`src/rtl/data_mem_access_controller_if.sv`:
```
// Bundles the pipeline request, debug read and RAM signals of the data memory controller.
// The controller takes the slave view; the pipeline, debug port and RAM take the master view.
interface data_mem_access_controller_if #(
   parameter int Width_B   = 32,
   parameter int Addr_B    = 32,
   parameter int MemAddr_B = 10
);
   logic                 req_valid;
   logic                 req_write;
   logic [Addr_B-1:0]    req_addr;
   logic [Width_B-1:0]   req_wdata;
   logic [1:0]           req_mode;
   logic                 stall;
   logic                 rd_valid;
   logic [Width_B-1:0]   rd_data;
   logic                 mem_we;
   logic [MemAddr_B-1:0] mem_addr;
   logic [Width_B-1:0]   mem_din;
   logic [Width_B-1:0]   mem_dout;
   logic                 dbg_req;
   logic [MemAddr_B-1:0] dbg_addr;
   logic                 dbg_ack;
   logic [Width_B-1:0]   dbg_rdata;

   modport master (
      output req_valid, req_write, req_addr, req_wdata, req_mode, mem_dout, dbg_req, dbg_addr,
      input  stall, rd_valid, rd_data, mem_we, mem_addr, mem_din, dbg_ack, dbg_rdata
   );

   modport slave (
      input  req_valid, req_write, req_addr, req_wdata, req_mode, mem_dout, dbg_req, dbg_addr,
      output stall, rd_valid, rd_data, mem_we, mem_addr, mem_din, dbg_ack, dbg_rdata
   );
endinterface

```
`src/rtl/data_mem_access_controller.sv`:
```
// Arbitrates one sync-read RAM between MEM-stage loads/stores (sub-word stores as read-modify-write) and a debug reader.
// Word store 1 cycle, load 2, sub-word store 3; stall holds the pipeline; debug is served only when the pipeline is idle.
module data_mem_access_controller #(
   parameter int Width_B   = 32,
   parameter int Addr_B    = 32,
   parameter int MemAddr_B = 10
) (
   input  logic clk,
   input  logic reset,
   data_mem_access_controller_if.slave bus
);
   typedef enum logic [2:0] {IDLE, LD_WAIT, RMW_RD, RMW_WR, DBG_WAIT} state_t;

   state_t               state_q, state_d;
   logic [Width_B-1:0]   merged_q, merged_d;
   logic [MemAddr_B-1:0] word_addr;
   logic [1:0]           lane;
   logic                 sub_word;
   logic [Width_B-1:0]   load_data, merge_data;
   logic                 stall_c, we_c, rd_valid_c, ack_c;
   logic [Width_B-1:0]   din_c, rd_data_c, dbg_data_c;
   logic [MemAddr_B-1:0] addr_c;
   logic                 unused_addr_bits;

   assign word_addr        = bus.req_addr[MemAddr_B+1:2];
   assign lane             = bus.req_addr[1:0];
   assign sub_word         = (bus.req_mode == 2'b01) || (bus.req_mode == 2'b10);
   assign unused_addr_bits = ^{bus.req_addr[Addr_B-1:MemAddr_B+2]};

   // Half-word accesses select the lane pair with addr[1] only.
   always_comb begin
      load_data  = '0;
      merge_data = bus.mem_dout;
      case (bus.req_mode)
         2'b01: begin
            load_data[15:0] = bus.mem_dout[{lane[1], 4'b0000} +: 16];
            merge_data[{lane[1], 4'b0000} +: 16] = bus.req_wdata[15:0];
         end
         2'b10: begin
            load_data[7:0] = bus.mem_dout[{lane, 3'b000} +: 8];
            merge_data[{lane, 3'b000} +: 8] = bus.req_wdata[7:0];
         end
         default: load_data = bus.mem_dout;
      endcase
   end

   always_comb begin
      state_d    = state_q;
      merged_d   = merged_q;
      stall_c    = 1'b0;
      we_c       = 1'b0;
      din_c      = '0;
      addr_c     = word_addr;
      rd_valid_c = 1'b0;
      rd_data_c  = '0;
      ack_c      = 1'b0;
      dbg_data_c = '0;
      case (state_q)
         IDLE: begin
            if (bus.req_valid) begin
               if (bus.req_write && !sub_word) begin
                  we_c  = 1'b1;
                  din_c = bus.req_wdata;
               end else begin
                  stall_c = 1'b1;
                  state_d = bus.req_write ? RMW_RD : LD_WAIT;
               end
            end else if (bus.dbg_req) begin
               addr_c  = bus.dbg_addr;
               state_d = DBG_WAIT;
            end
         end
         LD_WAIT: begin
            rd_valid_c = 1'b1;
            rd_data_c  = load_data;
            state_d    = IDLE;
         end
         RMW_RD: begin
            stall_c  = 1'b1;
            merged_d = merge_data;
            state_d  = RMW_WR;
         end
         RMW_WR: begin
            we_c    = 1'b1;
            din_c   = merged_q;
            state_d = IDLE;
         end
         DBG_WAIT: begin
            ack_c      = 1'b1;
            dbg_data_c = bus.mem_dout;
            stall_c    = bus.req_valid;
            state_d    = IDLE;
         end
         default: state_d = IDLE;
      endcase
   end

   always_ff @(posedge clk) begin
      if (!reset) begin
         state_q  <= IDLE;
         merged_q <= '0;
      end else begin
         state_q  <= state_d;
         merged_q <= merged_d;
      end
   end

   // Gating with reset keeps an aborted read-modify-write from reaching the RAM.
   assign bus.stall     = stall_c & reset;
   assign bus.mem_we    = we_c & reset;
   assign bus.mem_din   = reset ? din_c : '0;
   assign bus.mem_addr  = addr_c;
   assign bus.rd_valid  = rd_valid_c & reset;
   assign bus.rd_data   = reset ? rd_data_c : '0;
   assign bus.dbg_ack   = ack_c & reset;
   assign bus.dbg_rdata = reset ? dbg_data_c : '0;
endmodule

```
`src/flat_wrapper.sv`:
```
// flat-port wrapper written by rule: the top's interface ports become plain ports
module data_mem_access_controller_flat 
#(
   parameter int Width_B   = 32,
   parameter int Addr_B    = 32,
   parameter int MemAddr_B = 10
)
  (clk, reset, bus_req_valid, bus_req_write, bus_req_addr, bus_req_wdata, bus_req_mode, bus_mem_dout, bus_dbg_req, bus_dbg_addr, bus_stall, bus_rd_valid, bus_rd_data, bus_mem_we, bus_mem_addr, bus_mem_din, bus_dbg_ack, bus_dbg_rdata);
  data_mem_access_controller_if #(.Width_B(Width_B), .Addr_B(Addr_B), .MemAddr_B(MemAddr_B)) bus_i ();
  input  logic clk;
  input  logic reset;
  input wire logic [$bits(bus_i.req_valid)-1:0] bus_req_valid;
  input wire logic [$bits(bus_i.req_write)-1:0] bus_req_write;
  input wire logic [$bits(bus_i.req_addr)-1:0] bus_req_addr;
  input wire logic [$bits(bus_i.req_wdata)-1:0] bus_req_wdata;
  input wire logic [$bits(bus_i.req_mode)-1:0] bus_req_mode;
  input wire logic [$bits(bus_i.mem_dout)-1:0] bus_mem_dout;
  input wire logic [$bits(bus_i.dbg_req)-1:0] bus_dbg_req;
  input wire logic [$bits(bus_i.dbg_addr)-1:0] bus_dbg_addr;
  output wire logic [$bits(bus_i.stall)-1:0] bus_stall;
  output wire logic [$bits(bus_i.rd_valid)-1:0] bus_rd_valid;
  output wire logic [$bits(bus_i.rd_data)-1:0] bus_rd_data;
  output wire logic [$bits(bus_i.mem_we)-1:0] bus_mem_we;
  output wire logic [$bits(bus_i.mem_addr)-1:0] bus_mem_addr;
  output wire logic [$bits(bus_i.mem_din)-1:0] bus_mem_din;
  output wire logic [$bits(bus_i.dbg_ack)-1:0] bus_dbg_ack;
  output wire logic [$bits(bus_i.dbg_rdata)-1:0] bus_dbg_rdata;
  assign bus_i.req_valid = bus_req_valid;
  assign bus_i.req_write = bus_req_write;
  assign bus_i.req_addr = bus_req_addr;
  assign bus_i.req_wdata = bus_req_wdata;
  assign bus_i.req_mode = bus_req_mode;
  assign bus_i.mem_dout = bus_mem_dout;
  assign bus_i.dbg_req = bus_dbg_req;
  assign bus_i.dbg_addr = bus_dbg_addr;
  assign bus_stall = bus_i.stall;
  assign bus_rd_valid = bus_i.rd_valid;
  assign bus_rd_data = bus_i.rd_data;
  assign bus_mem_we = bus_i.mem_we;
  assign bus_mem_addr = bus_i.mem_addr;
  assign bus_mem_din = bus_i.mem_din;
  assign bus_dbg_ack = bus_i.dbg_ack;
  assign bus_dbg_rdata = bus_i.dbg_rdata;
  data_mem_access_controller #(.Width_B(Width_B), .Addr_B(Addr_B), .MemAddr_B(MemAddr_B)) u_core (.clk(clk), .reset(reset), .bus(bus_i));
endmodule
```
`config.mk`:
```
export PLATFORM = sky130hd
export DESIGN_NAME = data_mem_access_controller_flat
export DESIGN_NICKNAME = d
export VERILOG_FILES = /design/src/rtl/data_mem_access_controller_if.sv /design/src/rtl/data_mem_access_controller.sv /design/src/flat_wrapper.sv
export SDC_FILE = /design/constraint.sdc
export NUM_CORES = 1
export LEC_CHECK = 0
export CORE_ASPECT_RATIO = 0.9
export CORE_MARGIN = 4
export CORE_UTILIZATION = 35
export CTS_CLUSTER_SIZE = 8
export DETAILED_ROUTE_END_ITERATION = 8
export GPL_TIMING_DRIVEN = 0
export PLACE_DENSITY = 0.87
export SLEW_MARGIN = 10
export SYNTH_ARGS = -nofsm -noshare
export SYNTH_HDL_FRONTEND = slang
export SYNTH_SLANG_ARGS = --single-unit
```
`constraint.sdc`:
```
create_clock -name clk -period 3 [get_ports clk]
set_input_delay 0.9 -clock clk [delete_from_list [all_inputs] [get_ports clk]]
set_output_delay 0.9 -clock clk [all_outputs]
set_load 0.005 [all_outputs]
```
==> flow_summary.toml <==
[logic_synthesis]
synth_nets = 586
synth_cells = 466
synth_area_leader_cell = "dfxtp_1"
synth_area_per_cell_um2 = 7.837
synth_most_common_cell = "a21oi_1"
synth_edf_count = 0
synthTopCellsByArea = "dfxtp_1 19%, mux2_2 13%, a22o_1 9.6%"
synth_top_area_share_pct = 19.18
yosys_register_bits = 35
seq_area_frac_synth_pct = 19.18
yosysWarnings = 0
ys_types = 40
synth-async-reset-ratio_pct = 0
synth.cell_area_um2 = 3652
yosys_most_used_dff = "dfxtp_1"
synth.top_cells.by_count = "57 x a21oi_1, 49 x and2_1, 42 x mux2_2, 40 x a22o_1, 35 x dfxtp_1"

[sta]
rsz0062_at_grt = "true"
fin_skew_ns = 0.002092
max_freq_ghz = 0.2990
period_needed_ns = 3.345
max_slew_margin_pct = 37.98
drv_slew = 0
max_slew.worst_pin.slew_ns = 0.9233
setup_ws_ns = -0.3445
hold_viol_final = 0
period_share_pct = 111.5
setup-tns-final_ns = -12.61
finalSetupViolCount = 61

[hold_path]
holdPathEnd = "u_core.merged_q[23]"
min_from = "u_core.merged_q[23]"
hold_class = "reg2reg"
min_path_cells = 2

[detailed_routing]
ant_nets = 0
drc = 0
wire_per_inst_um = 23.19
drtIter0Drc = 453
vias = 5166
wl_um = 19780
drtPass1Iterations = 5
routed_via_density = 6.056

[setup_path]
critPathKind = "in2out"
startpoint = "bus_req_mode[1]"
r2r_setup_slack_ns = 1.19
cp_max_fo = 6
critical_path_buf_inv_count = 5
cp_common_cell = "buf_6"
crit_family = "buffers and inverters"
critPathMaxStageDelay_ns = 0.27
crit_chain = "buf_8 -> ha_4 -> nor2b_4 -> nand4_1 -> nor2_4 -> buf_12 -> buf_6 -> buf_6 -> a22o_1 -> buf_2"
crit_path_top_delay_cell = "ha_4"
reg2regPathDepth = 5
r2r_start = "u_core.state_q[1]"
setup.worst_path.end_class = "output pin"
start_kind = "input pin"
worst_r2r_endpoint = "u_core.merged_q[24]"
cp.required_ns = 2.10
critPathArrivalTime_ns = 2.44

[cts]
worstSkewPairLatency_ns = 0.28
htreeDepth = 2
cts_tree = "done"
clockBufferDepth = 2
cts_root_buf = "clkbuf_16"
cts_buffers = 5
cts_sinks = 35
clk_pin_slew_worst_paths_ns = 0.06

[cells_and_area]
drive_gt1_share_pct = 35.68
seq_area_um2 = 700.7
syn2layout_area_growth_pct = 81.57
fin_cells = 853
finalNetCount = 842
fillers = 855
multi_input_area_um2 = 3004

[floorplan]
coreArea_um2 = 10200
fp.dieW_um = 115.7
die_h_um = 104.9
pin_count = 223
fp.dieArea_um2 = 12140
row_count = 35
start_util_pct = 35.79

[placement]
place_inst = 796
portBuffers = 201
gp_congestion = 0.9175
hpwl_um = 13890

[grt]
grt_overflow = 0
grt_pass1_vias = 5102
grt_max_degree = 12
track_usage_pct = 30.12
grt_pass1_wl_um = 28680
grt_antenna_before_repair = 0

[power_and_ir_drop]
cellPowerDensity_nw_per_um2 = 267.7
p_leak_nw = 2.875
vdd_drop_max_mv = 0.2173
power_mw = 1.775

[status]
violations = "negative setup slack"
status = "finished, violations left"

[job]
cap_violations = 0
==> how the worst max path moves through the flow <==
stage	end	slack [ns]	cells after the start
final	bus_mem_din[2]	-0.34	10
after global routing	bus_mem_din[2]	-0.38	11
after CTS	bus_mem_din[2]	-0.30	11
after detailed placement	bus_mem_din[7]	-1.48	9
after global placement	bus_mem_din[6]	-1.45	9
after floorplan	bus_mem_din[10]	0.02	7
==> repair_timing <==
item	in CTS	in global routing
gates cloned	5	0
buffers inserted	40	11
gates resized for setup	449	71
endpoints found under the setup margin	141	97
hold buffers	0	0
pin swaps	52	21
==> per-stage QoR <==
step	hold WS [ns]	instance area (um^2)	worst slack, ns	utilization (%)
after CTS	0.5515	6427	-0.3047	62.99
after global routing	0.5654	6629	-0.3849	64.97
after global placement	0.5264	5829	-1.446	57.13
final	0.5476	6631	-0.3445	64.99
after floorplan	0.5054	3656	0.01581	-
after detailed placement	0.5366	5829	-1.475	57.13
==> worst register-to-register path, cell delays in order, from the launching register on <==
cell and delay [ns]:
dfxtp_1 0.33, buf_2 0.22, nor3b_2 0.39, clkbuf_1 0.46, o221ai_1 0.19, a21oi_1 0.16
==> final cells by class <==
cell class,instances,share of cell area (%)
multi-input combinational,383,45.30
buffer,37,5.283
antenna,1,0.03774
tap,129,2.434
sequential,35,10.57
inverter,8,0.6981
clock inverter,3,0.2264
clock buffer,5,1.887
timing repair buffer,252,33.57
==> sequential cells by signal, indices dropped and copies added (netlist names) <==
register and flops:
u_core.merged_q 32, u_core.state_q 3
==> cells in the final DEF, fill, tap and decap left out, types with 26 or more instances in the layout <==
master and n:
buf_4 29, nand2_1 26, mux2_2 34, dlygate4sd2_1 38, nor2_1 28, clkdlybuf4s50_1 84, a21oi_1 57, and2_1 34
dfxtp_1 35, buf_6 46, a22o_1 40, buf_2 56
==> logic make-up after synthesis <==
logic type | after synthesis | synth area share (%)
AO/OA/AOI/OAI | 176 | 33.13
adder cells (fa/ha/maj) | 7 | 2.398
buffers and inverters | 48 | 6.440
flip-flops | 35 | 19.18
multiplexers | 58 | 17.33
AND/OR/NAND/NOR | 142 | 21.51
==> power breakdown <==
| group | leakage, nW | internal [mW] | switching (mW) |
|---|---|---|---|
| combinational | 2.52 | 0.383 | 0.365 |
| sequential | 0.285 | 0.492 | 0.0171 |
| clock | 0.0734 | 0.303 | 0.215 |
==> routing by layer <==
layer / vias to the layer above / global-route usage [%] / wire [um]
met2: 349 / 50.87 / 9428
met5: - / 0 / 0
met1: 2477 / 37.07 / 7578
li1: 2281 / - / -
met4: 0 / 10.11 / 724
met3: 59 / 7.528 / 2048
(Power assumes the default switching activity.)
